## src/rtl/if_fetch.sv

```systemverilog
// Instruction-fetch stage: assembles a 32-bit little-endian instruction from four
// byte reads and presents it to decode under a valid/ready handshake.
module if_fetch #(
   parameter logic [31:0] RESET_PC = 32'h0000_0000
) (
   input  logic        clk,
   input  logic        rst_n,
   output logic        mem_req_o,
   output logic [31:0] mem_addr_o,
   input  logic        mem_ack_i,
   input  logic [7:0]  mem_data_i,
   output logic        inst_valid_o,
   output logic [31:0] pc_o,
   output logic [31:0] inst_o,
   input  logic        id_ready_i,
   input  logic        br_en_i,
   input  logic [31:0] br_target_i
);

   typedef enum logic {S_FETCH, S_HOLD} state_t;

   state_t      r_state, w_state_nxt;
   logic [31:0] r_pc, w_pc_nxt;
   logic [1:0]  r_cnt, w_cnt_nxt;
   logic        r_req, w_req_nxt;
   logic [31:0] r_addr;
   logic        r_valid, w_valid_nxt;
   logic [31:0] r_pc_o, w_pc_o_nxt;
   logic [31:0] r_inst, w_inst_nxt;

   always_ff @(posedge clk or negedge rst_n) begin
      if (!rst_n) begin
         r_state <= S_FETCH;
         r_pc    <= RESET_PC;
         r_cnt   <= 2'd0;
         r_req   <= 1'b0;
         r_addr  <= {RESET_PC[31:2], 2'b00};
         r_valid <= 1'b0;
         r_pc_o  <= 32'd0;
         r_inst  <= 32'd0;
      end else begin
         r_state <= w_state_nxt;
         r_pc    <= w_pc_nxt;
         r_cnt   <= w_cnt_nxt;
         r_req   <= w_req_nxt;
         r_addr  <= {w_pc_nxt[31:2], w_cnt_nxt};
         r_valid <= w_valid_nxt;
         r_pc_o  <= w_pc_o_nxt;
         r_inst  <= w_inst_nxt;
      end
   end

   always_comb begin
      w_state_nxt = r_state;
      w_pc_nxt    = r_pc;
      w_cnt_nxt   = r_cnt;
      w_req_nxt   = r_req;
      w_valid_nxt = r_valid;
      w_pc_o_nxt  = r_pc_o;
      w_inst_nxt  = r_inst;

      // Redirect beats both a coinciding ack and a coinciding transfer.
      if (br_en_i) begin
         w_state_nxt = S_FETCH;
         w_pc_nxt    = br_target_i & 32'hFFFF_FFFC;
         w_cnt_nxt   = 2'd0;
         w_req_nxt   = 1'b1;
         w_valid_nxt = 1'b0;
      end else begin
         case (r_state)
            S_FETCH: begin
               // Request is still low only in the first cycle out of reset.
               if (!r_req) begin
                  w_req_nxt = 1'b1;
               end else if (mem_ack_i) begin
                  w_inst_nxt[{r_cnt, 3'b000} +: 8] = mem_data_i;
                  if (r_cnt == 2'd3) begin
                     w_state_nxt = S_HOLD;
                     w_cnt_nxt   = 2'd0;
                     w_req_nxt   = 1'b0;
                     w_valid_nxt = 1'b1;
                     w_pc_o_nxt  = r_pc;
                  end else begin
                     w_cnt_nxt = r_cnt + 2'd1;
                  end
               end
            end
            S_HOLD: begin
               if (id_ready_i) begin
                  w_state_nxt = S_FETCH;
                  w_pc_nxt    = r_pc + 32'd4;
                  w_req_nxt   = 1'b1;
                  w_valid_nxt = 1'b0;
               end
            end
            default: w_state_nxt = S_FETCH;
         endcase
      end
   end

   assign mem_req_o    = r_req;
   assign mem_addr_o   = r_addr;
   assign inst_valid_o = r_valid;
   assign pc_o         = r_pc_o;
   assign inst_o       = r_inst;

endmodule

```

## config.mk

```make
export PLATFORM = sky130hd
export DESIGN_NAME = if_fetch
export DESIGN_NICKNAME = d
export VERILOG_FILES = /design/src/rtl/if_fetch.sv
export SDC_FILE = /design/constraint.sdc
export NUM_CORES = 1
export LEC_CHECK = 0
export CORE_ASPECT_RATIO = 1.75
export CORE_MARGIN = 2
export CORE_UTILIZATION = 46
export CTS_CLUSTER_DIAMETER = 50
export DETAILED_ROUTE_END_ITERATION = 10
export PLACE_DENSITY = 0.8
export SYNTH_ARGS = -nofsm -noshare
export SYNTH_HDL_FRONTEND = slang
export SYNTH_SLANG_ARGS = --single-unit
```

## constraint.sdc

```tcl
create_clock -name clk -period 2.2 [get_ports clk]
set_input_delay 0.66 -clock clk [delete_from_list [all_inputs] [get_ports clk]]
set_output_delay 0.66 -clock clk [all_outputs]
set_load 0.005 [all_outputs]
```

==> results of run 1 <==
[state kept, by name, summed over array words and instances (netlist names)]
name / count
r_state: 1
pc_o: 30
mem_req_o: 1
mem_addr_o: 31
inst_o: 32
r_pc: 1
inst_valid_o: 1
[report_power, final]
part	switching, mW	internal (mW)
registers	0.148	1.97
clock network	0.601	0.817
logic	0.371	0.586
total	1.12	3.37
[final cells by class]
| class | instances | area share, % |
|---|---|---|
| Multi-Input combinational cell | 323 | 29.0 |
| Inverter | 10 | 0.563 |
| Tap cell | 122 | 2.29 |
| Timing Repair Buffer | 188 | 27.7 |
| Sequential cell | 97 | 36.4 |
| Clock buffer | 14 | 3.96 |
[cell usage in the layout, fill, tap and decap left out, types with 2 or more instances in the layout]
cell and instances:
a21oi_1 2, a22oi_1 3, a31oi_1 13, and3_1 2, buf_12 7, buf_4 43
clkbuf_1 3, clkbuf_16 9, clkbuf_8 2, clkdlybuf4s50_1 136, conb_1 2, dfrtp_1 97
ha_1 7, inv_1 9, mux2_2 25, mux2i_1 3, nand2_1 97, nand3_1 16
nand3b_1 2, nand4_1 7, nor2_1 22, nor2b_1 3, nor3_1 8, nor3b_1 3
nor4_1 5, o21ai_0 55, o31ai_1 7, or3_1 3, or3_2 2, or3_4 2
or4_1 8, or4_4 2, xnor2_1 10, xor2_1 2
[how the worst min path moves through the flow]
stage | startpoint | to | slack (ns) | cells after the start
floorplan | rst_n | inst_o[0] | 0.36 | 0
detailed placement | inst_o[14] | inst_o[14] | 0.47 | 2
CTS | rst_n | inst_o[5] | 0.28 | 1
global route | rst_n | inst_o[5] | 0.30 | 1
finish | rst_n | inst_o[5] | 0.28 | 1
global placement | inst_o[14] | inst_o[14] | 0.46 | 2
[layer usage]
layer	part of all wire [%]	GRT usage, %
met4	3.4	12.5
met1	37	26.2
met2	55	44.1
met3	4.5	3.36
met5	0	0
[repair_timing]
action                     4_1_cts  5_1_grt
setup endpoints to repair        8        9
gates resized for setup          3        8
pin swaps                        3        1
cloned                           0        0
setup buffers                    0        2
[kinds of logic after synthesis]
family | share of synthesized area, %
compound gates | 10.9
xor+xnor | 2.36
fa+ha+maj | 1.96
buf+inv | 3.17
flops | 54.4
mux | 6.99
other cells | 0.0841
simple gates | 20.0
[stage by stage]
stage | hold WS (ns) | TNS [ns] | worst slack [ns]
2_1_floorplan | 0.364 | 0 | 0.103
3_3_place_gp | 0.459 | -4.25 | -0.378
3_5_place_dp | 0.468 | -5.78 | -0.495
4_1_cts | 0.281 | -0.0388 | -0.0388
5_1_grt | 0.304 | 0 | 0.0644
6_report | 0.275 | 0 | 0.114
==> run_results.csv, run 1 <==
group,metric,value,unit
layout,final_util,70.4,%
sta,setup_viol,0,
detailed_routing,routed_via_density,5.40,
clock_network,root_buffer,"clkbuf_16",
critical_path,critical_path.top_delay_family,"buffers and inverters",
layout,layout-drive-gt1-share,16.0,%
grt,antenna_found_initial,0,
sta,max_freq,479,MHz
clock_network,clock_latency,0.34,ns
status,status,"finished clean",
grt,grt_pass1_wl,19.7,mm
clock_network,path_clk_slew,0.06,ns
critical_path,ff2ff_path_depth,4,
critical_path,cp-start-kind,"register",
critical_path,critPathLaunch,"mem_addr_o[0]",
layout,fin_nets,681,
detailed_routing,post_drt_wl_per_cell,16.4,um
detailed_routing,via_count,4073,
placement,dpl_cell_area,0.00634,mm^2
synth,synth_edf_count,0,
sta,finClkSkew,0.00620,ns
power_and_ir_drop,finalPower,4.49,mW
synth,synth.distinct_cells,41,
layout,areaGrowthSynthToFinish,49.5,%
synth,yosys-top-cells-area,"dfrtp_1 (54%), nand2_1 (8.3%), mux2_2 (6.3%)",
synth,syn_area,0.00446,mm^2
critical_path,worstPathRequired,1.54,ns
power_and_ir_drop,max-vdd-ir-drop,0.000430,V
layout,fin_cells,754,
floorplan,start_util,47.1,%
synth,synth_common_cells,"nand2_1 (98), dfrtp_1 (97), o21ai_0 (55)",
floorplan,io_pins,143,
floorplan,die_h,134,um
power_and_ir_drop,p_per_area,674,mW/mm^2
grt,grt_pass1_vias,4082,
synth,synth.most_common_cell,"nand2_1",
power_and_ir_drop,p_leak,2.83,nW
floorplan,dieArea,0.0105,mm^2
floorplan,core_area,0.00947,mm^2
synth,ys_seq_area_share,54.4,%
detailed_routing,wl,12.3,mm
critical_path,cp_cell_sequence,"clkdlybuf4s50_1",
synth,synth_top_area_share,54.4,%
layout,multi_input_area,0.00193,mm^2
critical_path,critPathMaxStageDelay,0.58,ns
critical_path,crit_buf_inv,1,
synth,synth_area_leader_cell,"dfrtp_1",
layout,final_area,0.00666,mm^2
sta,drv_slew,0,
sta,finalHoldViolCount,0,
sta,rsz0062_at_grt,"false",
synth,ys.flop_type,"dfrtp_1",
placement,gp_congestion,0.860,
clock_network,numCtsBuffers,9,
floorplan,num_rows,47,
grt,grt_max_degree,35,
critical_path,cp.depth,1,
synth,yosys_warnings,0,
clock_network,cts_buffer_depth,2,
synth,syn_avg_cell_area,9.91,um^2
placement,placed_cells,738,
grt,track_usage,23.9,%
min_path,hold_path_class,"in2async",
layout,fillCellCount,690,
critical_path,crit_end,"mem_addr_o[0]",
critical_path,timing.rr.start,"mem_addr_o[12]",
sta,min_period,2.09,ns
clock_network,cts_tree,"done",
synth,synthArstFlopShare,100,%
synth,netlist_instances,450,
critical_path,endpoint_kind,"primary output",
critical_path,timing.rr.end,"r_pc[31]",
synth,synth.ff_latch_count,97,
critical_path,arrival,1.43,ns
critical_path,r2r_setup_slack,0.18,ns
layout,regArea,0.00243,mm^2
layout,diodes,0,
grt,overflow,0,
critical_path,cp_max_fo,9,
clock_network,cts_hold_buf,0,
critical_path,slowest_stage,"clkdlybuf4s50_1",
run,drv_cap,0,
clock_network,cts.sinks,97,
detailed_routing,drtIter0Drc,259,
placement,hpwl,9.32,mm
critical_path,path_class,"reg2out",
placement,io_buffers,138,
sta,period_share,94.8,%
floorplan,die_x,78.4,um
clock_network,h-tree-depth,3,
detailed_routing,ant_nets,0,
detailed_routing,drt_first_pass_iters,5,
detailed_routing,drc,0,
Note: power is estimated with default switching activity, not from simulation.
==> run 2, diff against run 1 <==
CORE_ASPECT_RATIO = default   (was 1.75)
SLEW_MARGIN = 20   (was default)
==> run 2 against run 1 <==
Clock power shrank 12%. Global-route usage grew 0.65 points. Final cell count grew 0.53%. First-iteration DRC count shrank 46%. Critical path depth grew 6. Combinational power shrank 1%. Maximum frequency shrank 3.8%. Power shrank 4.1%. Critical endpoint is now mem_addr_o[21]. Largest power group unchanged. Highest routed layer unchanged.
==> run_results.csv, run 2 (same netlist as run 1, synthesis figures left out) <==
group,metric,value,unit
detailed_routing,wl,12.5,mm
clock_network,cts.sinks,97,
critical_path,endpoint_kind,"register",
status,status,"finished clean",
grt,antenna_found_initial,0,
grt,grt_max_degree,43,
sta,finalHoldViolCount,0,
power_and_ir_drop,p_per_area,662,mW/mm^2
floorplan,io_pins,143,
power_and_ir_drop,p_leak,2.74,nW
clock_network,numCtsBuffers,9,
layout,layout-drive-gt1-share,15.6,%
power_and_ir_drop,intPower,3.16,mW
sta,slew_headroom,63.9,%
floorplan,die_h,102,um
clock_network,cts_buffer_depth,2,
floorplan,start_util,47.8,%
floorplan,core_area,0.00933,mm^2
clock_network,path_clk_slew,0.09,ns
power_and_ir_drop,seqPwrFrac,49.2,%
detailed_routing,drtIter0Drc,139,
layout,areaGrowthSynthToFinish,46.0,%
clock_network,clock_latency,0.37,ns
critical_path,critical_path.top_delay_family,"simple AND/OR/NAND/NOR gates",
layout,diodes,0,
grt,track_usage,24.6,%
layout,final_cell_mix,"clkdlybuf4s50_1 (137), nand2_1 (98), dfrtp_1 (97)",
placement,gp_congestion,0.818,
detailed_routing,via_count,4074,
clock_network,postCtsSetupRepairBufs,0,
critical_path,worstPathRequired,2.48,ns
grt,overflow,0,
detailed_routing,ant_nets,0,
critical_path,critPathMaxStageDelay,0.48,ns
detailed_routing,post_drt_wl_per_cell,16.4,um
power_and_ir_drop,power.switching,1.15,mW
placement,hpwl,9.08,mm
sta,setup_viol,0,
clock_network,h-tree-depth,3,
run,drv_cap,0,
clock_network,root_buffer,"clkbuf_8",
sta,period_share,98.6,%
sta,tightestPinTransition,0.541,ns
layout,fin_nets,676,
critical_path,path_class,"in2reg",
power_and_ir_drop,max-vdd-ir-drop,0.000447,V
power_and_ir_drop,p_sw_share,26.7,%
min_path,hold_path_class,"in2async",
detailed_routing,drc,0,
critical_path,arrival,2.45,ns
placement,post-place-ws,-0.439,ns
detailed_routing,drt_first_pass_iters,6,
detailed_routing,routed_via_density,5.37,
layout,final_common_cell,"clkdlybuf4s50_1",
sta,hold-worst-slack,0.266,ns
floorplan,dieArea,0.0105,mm^2
grt,grt_pass1_wl,20.1,mm
critical_path,crit_buf_inv,3,
critical_path,cp_max_fo,6,
clock_network,cts_tree,"done",
sta,min_period,2.17,ns
grt,grt_pass1_vias,4155,
critical_path,cp_cell_sequence,"clkdlybuf4s50_1, nand4_1, buf_4, buf_4, or3_4, or3_1, a31oi_1",
sta,drv_slew,0,
layout,largest_register_ffs,32,
sta,finClkSkew,0.0100,ns
sta,max_freq,461,MHz
critical_path,cp-start-kind,"primary input",
critical_path,cp_common_cell,"buf_4",
power_and_ir_drop,p_comb_share,21.9,%
placement,io_buffers,138,
floorplan,die_x,102,um
power_and_ir_drop,pwr-share-clk,28.9,%
critical_path,slowest_stage,"clkdlybuf4s50_1",
sta,setup_ws,0.0307,ns
floorplan,num_rows,35,
run 2: cell types whose count changed in the layout (fill, tap and decap cells not counted), sizes merged:
cell,before,now
clkbuf,14,12
buf,51,46
dlymetal6s2s,1,0
bufinv,0,1
clkinvlp,0,2
clkinv,0,1
clkdlybuf4s50,136,137
run 2: final timing paths:
check                              start              to  slack [ns]  cells after the start
max                           id_ready_i  mem_addr_o[21]        0.03                      7
max reg2reg                mem_addr_o[3]  mem_addr_o[16]        0.19                      5
min reg2reg                     pc_o[11]        pc_o[11]        0.49                      2
min in group clk                pc_o[11]        pc_o[11]        0.49                      2
min                                rst_n      inst_o[11]        0.27                      1
max in group asynchronous          rst_n      inst_o[24]        1.30                      2
run 2: routing by layer:
metal  GRT usage (%)  wire (um)  up-vias
met5               0          0        -
met2            40.4       6100      140
li1                -          -     1923
met3            6.70        734       24
met4            9.03        284        0
met1            31.3       5330     1987
run 2: cell type report:
| class | count | area (um^2) |
|---|---|---|
| inverter | 10 | 37.5 |
| tap | 129 | 161 |
| sequential | 97 | 2430 |
| timing repair buffer | 183 | 1750 |
| fill | 705 | 2820 |
| multi-input combinational | 323 | 1910 |
| clock inverter | 4 | 50.0 |
| clock buffer | 12 | 165 |
run 2: stage by stage:
step	instance area, um^2	total power [mW]	setup TNS (ns)	util [%]	cells
final	6510	4.31	0	69.8	758
after global routing	6510	4.50	-0.00107	69.8	758
after CTS	6500	4.32	0	69.7	758
after detailed placement	6270	3.09	-5.34	67.3	742
after global placement	6270	3.05	-4.09	67.3	742
after floorplan	4460	2.43	0	-	451
run 2: power by group through the flow:
stage                     registers, mW  logic, mW  clock network, mW
after floorplan                    2.15      0.281                  0
after global routing               2.14       1.03               1.33
after CTS                          2.11      0.951               1.25
after global placement             2.14      0.913                  0
final                              2.12      0.943               1.25
after detailed placement           2.15      0.943                  0
run 2: what timing repair did:
action                                  in CTS  in global routing
pin swaps                                    0                  1
gates cloned                                 0                  0
endpoints found under the setup margin       3                  4
resized for setup                            2                  2
hold buffers                                 0                  0
==> run 3, diff against run 2 <==
SETUP_SLACK_MARGIN = 0.4   (was default)
==> run 3 against run 2 <==
Clock skew is 0.0027 ns higher. Flip-flop and latch count stayed put. Global-route usage is 1.7 points higher. Core utilization is 6.5 points higher. Non-clock buffer count is 69 higher. Critical path type is now reg2reg.
==> run_results.csv, run 3 (same netlist as run 1, synthesis figures left out) <==
group,metric,value,unit
detailed_routing,drtIter0Drc,203,
clock_network,numCtsBuffers,9,
grt,overflow,0,
layout,final_cell_mix,"nand2_1 (96), buf_4 (94), dlygate4sd2_1 (90)",
detailed_routing,wl,14.0,mm
critical_path,cp_max_fo,5,
critical_path,endpoint_kind,"register",
layout,largest_register_ffs,32,
detailed_routing,drc,0,
sta,period_share,96.5,%
sta,min_period,2.12,ns
sta,hold-worst-slack,0.272,ns
clock_network,cts.sinks,97,
placement,dpl_cell_area,0.00628,mm^2
floorplan,num_rows,35,
grt,track_usage,26.2,%
sta,rsz0062_at_grt,"true",
clock_network,clock_latency,0.36,ns
detailed_routing,via_count,4453,
run,drv_cap,0,
sta,max_freq,471,MHz
layout,final_area,0.00712,mm^2
clock_network,h-tree-depth,3,
layout,final_common_cell,"nand2_1",
critical_path,arrival,2.39,ns
layout,fin_nets,746,
grt,grt_pass1_wl,21.4,mm
critical_path,worstPathRequired,2.47,ns
sta,tightestPinTransition,0.535,ns
min_path,hold_path_class,"in2async",
layout,fin_cells,828,
critical_path,path_class,"reg2reg",
floorplan,die_x,102,um
floorplan,io_pins,143,
clock_network,cts_tree,"done",
grt,grt_max_degree,41,
clock_network,path_clk_slew,0.10,ns
layout,layout-drive-gt1-share,28.9,%
power_and_ir_drop,p_leak,3.48,nW
floorplan,die_h,102,um
status,status,"finished clean",
floorplan,dieArea,0.0105,mm^2
floorplan,start_util,47.8,%
layout,diodes,0,
placement,placed_cells,734,
sta,slew_headroom,64.3,%
critical_path,cp-start-kind,"register",
power_and_ir_drop,finalPower,4.20,mW
power_and_ir_drop,p_per_area,589,mW/mm^2
grt,grt_pass1_vias,4383,
grt,antenna_found_initial,0,
clock_network,cts_buffer_depth,2,
sta,finClkSkew,0.0128,ns
layout,areaGrowthSynthToFinish,59.7,%
placement,io_buffers,138,
sta,fin_setup_tns,0,ns
sta,setup_viol,0,
detailed_routing,routed_via_density,5.38,
placement,gp_congestion,0.848,
detailed_routing,post_drt_wl_per_cell,16.9,um
power_and_ir_drop,max-vdd-ir-drop,0.000371,V
floorplan,core_area,0.00933,mm^2
detailed_routing,drt_first_pass_iters,5,
clock_network,root_buffer,"clkbuf_8",
sta,finalHoldViolCount,0,
placement,hpwl,8.43,mm
detailed_routing,ant_nets,0,
sta,drv_slew,0,
==> run 3: what timing repair did <==
item	CTS	global route
resized for setup	142	27
hold buffers	0	0
endpoints found under the setup margin	146	76
pin swaps	11	12
setup buffers	65	11
gates cloned	2	0
==> run 3: metrics by stage <==
| step | setup WS (ns) | utilization [%] |
|---|---|---|
| finish | 0.0775 | 76.3 |
| global route | 0.0211 | 76.3 |
| global placement | -0.307 | 67.3 |
| CTS | 0.229 | 74.6 |
| detailed placement | -0.371 | 67.3 |
| floorplan | 0.136 | - |
==> run 3: report_power, final <==
group,internal (mW),switching [mW],total [mW]
combinational,0.570,0.451,1.02
sequential,1.97,0.112,2.08
clock,0.448,0.646,1.09
==> run 3: critical path, stage by stage (launching register included) <==
cell     delay [ns]
dfrtp_1        0.40
buf_6          0.11
nand4_1        0.23
or4_4          0.58
or4_1          0.51
a31oi_1        0.20
==> run 3: worst paths after layout <==
check	start	cells after the start	endpoint	slack, ns
worst min-delay path	rst_n	1	pc_o[29]	0.27
worst max register to register	mem_addr_o[16]	5	mem_addr_o[22]	0.08
max in group asynchronous	rst_n	2	mem_addr_o[12]	1.32
min in group clk	inst_o[0]	2	inst_o[0]	0.48
worst min register to register	inst_o[0]	2	inst_o[0]	0.48
worst max-delay path	mem_addr_o[16]	5	mem_addr_o[22]	0.08
==> run 3: layer usage <==
| metal | share of wire [%] | vias up | track usage, % |
|---|---|---|---|
| li1 | - | 2065 | - |
| met1 | 40 | 2149 | 32.2 |
| met2 | 51 | 206 | 45.7 |
| met3 | 6.5 | 33 | 5.34 |
| met4 | 2.1 | 0 | 9.64 |
| met5 | 0 | - | 0 |
==> run 3: final cells by class <==
type | count | area [um^2]
Sequential cell | 97 | 2440
Timing Repair Buffer | 252 | 2260
Fill cell | 651 | 2210
Multi-Input combinational cell | 324 | 2030
Tap cell | 129 | 161
Clock buffer | 10 | 138
Clock inverter | 6 | 41.3
Inverter | 10 | 40.0
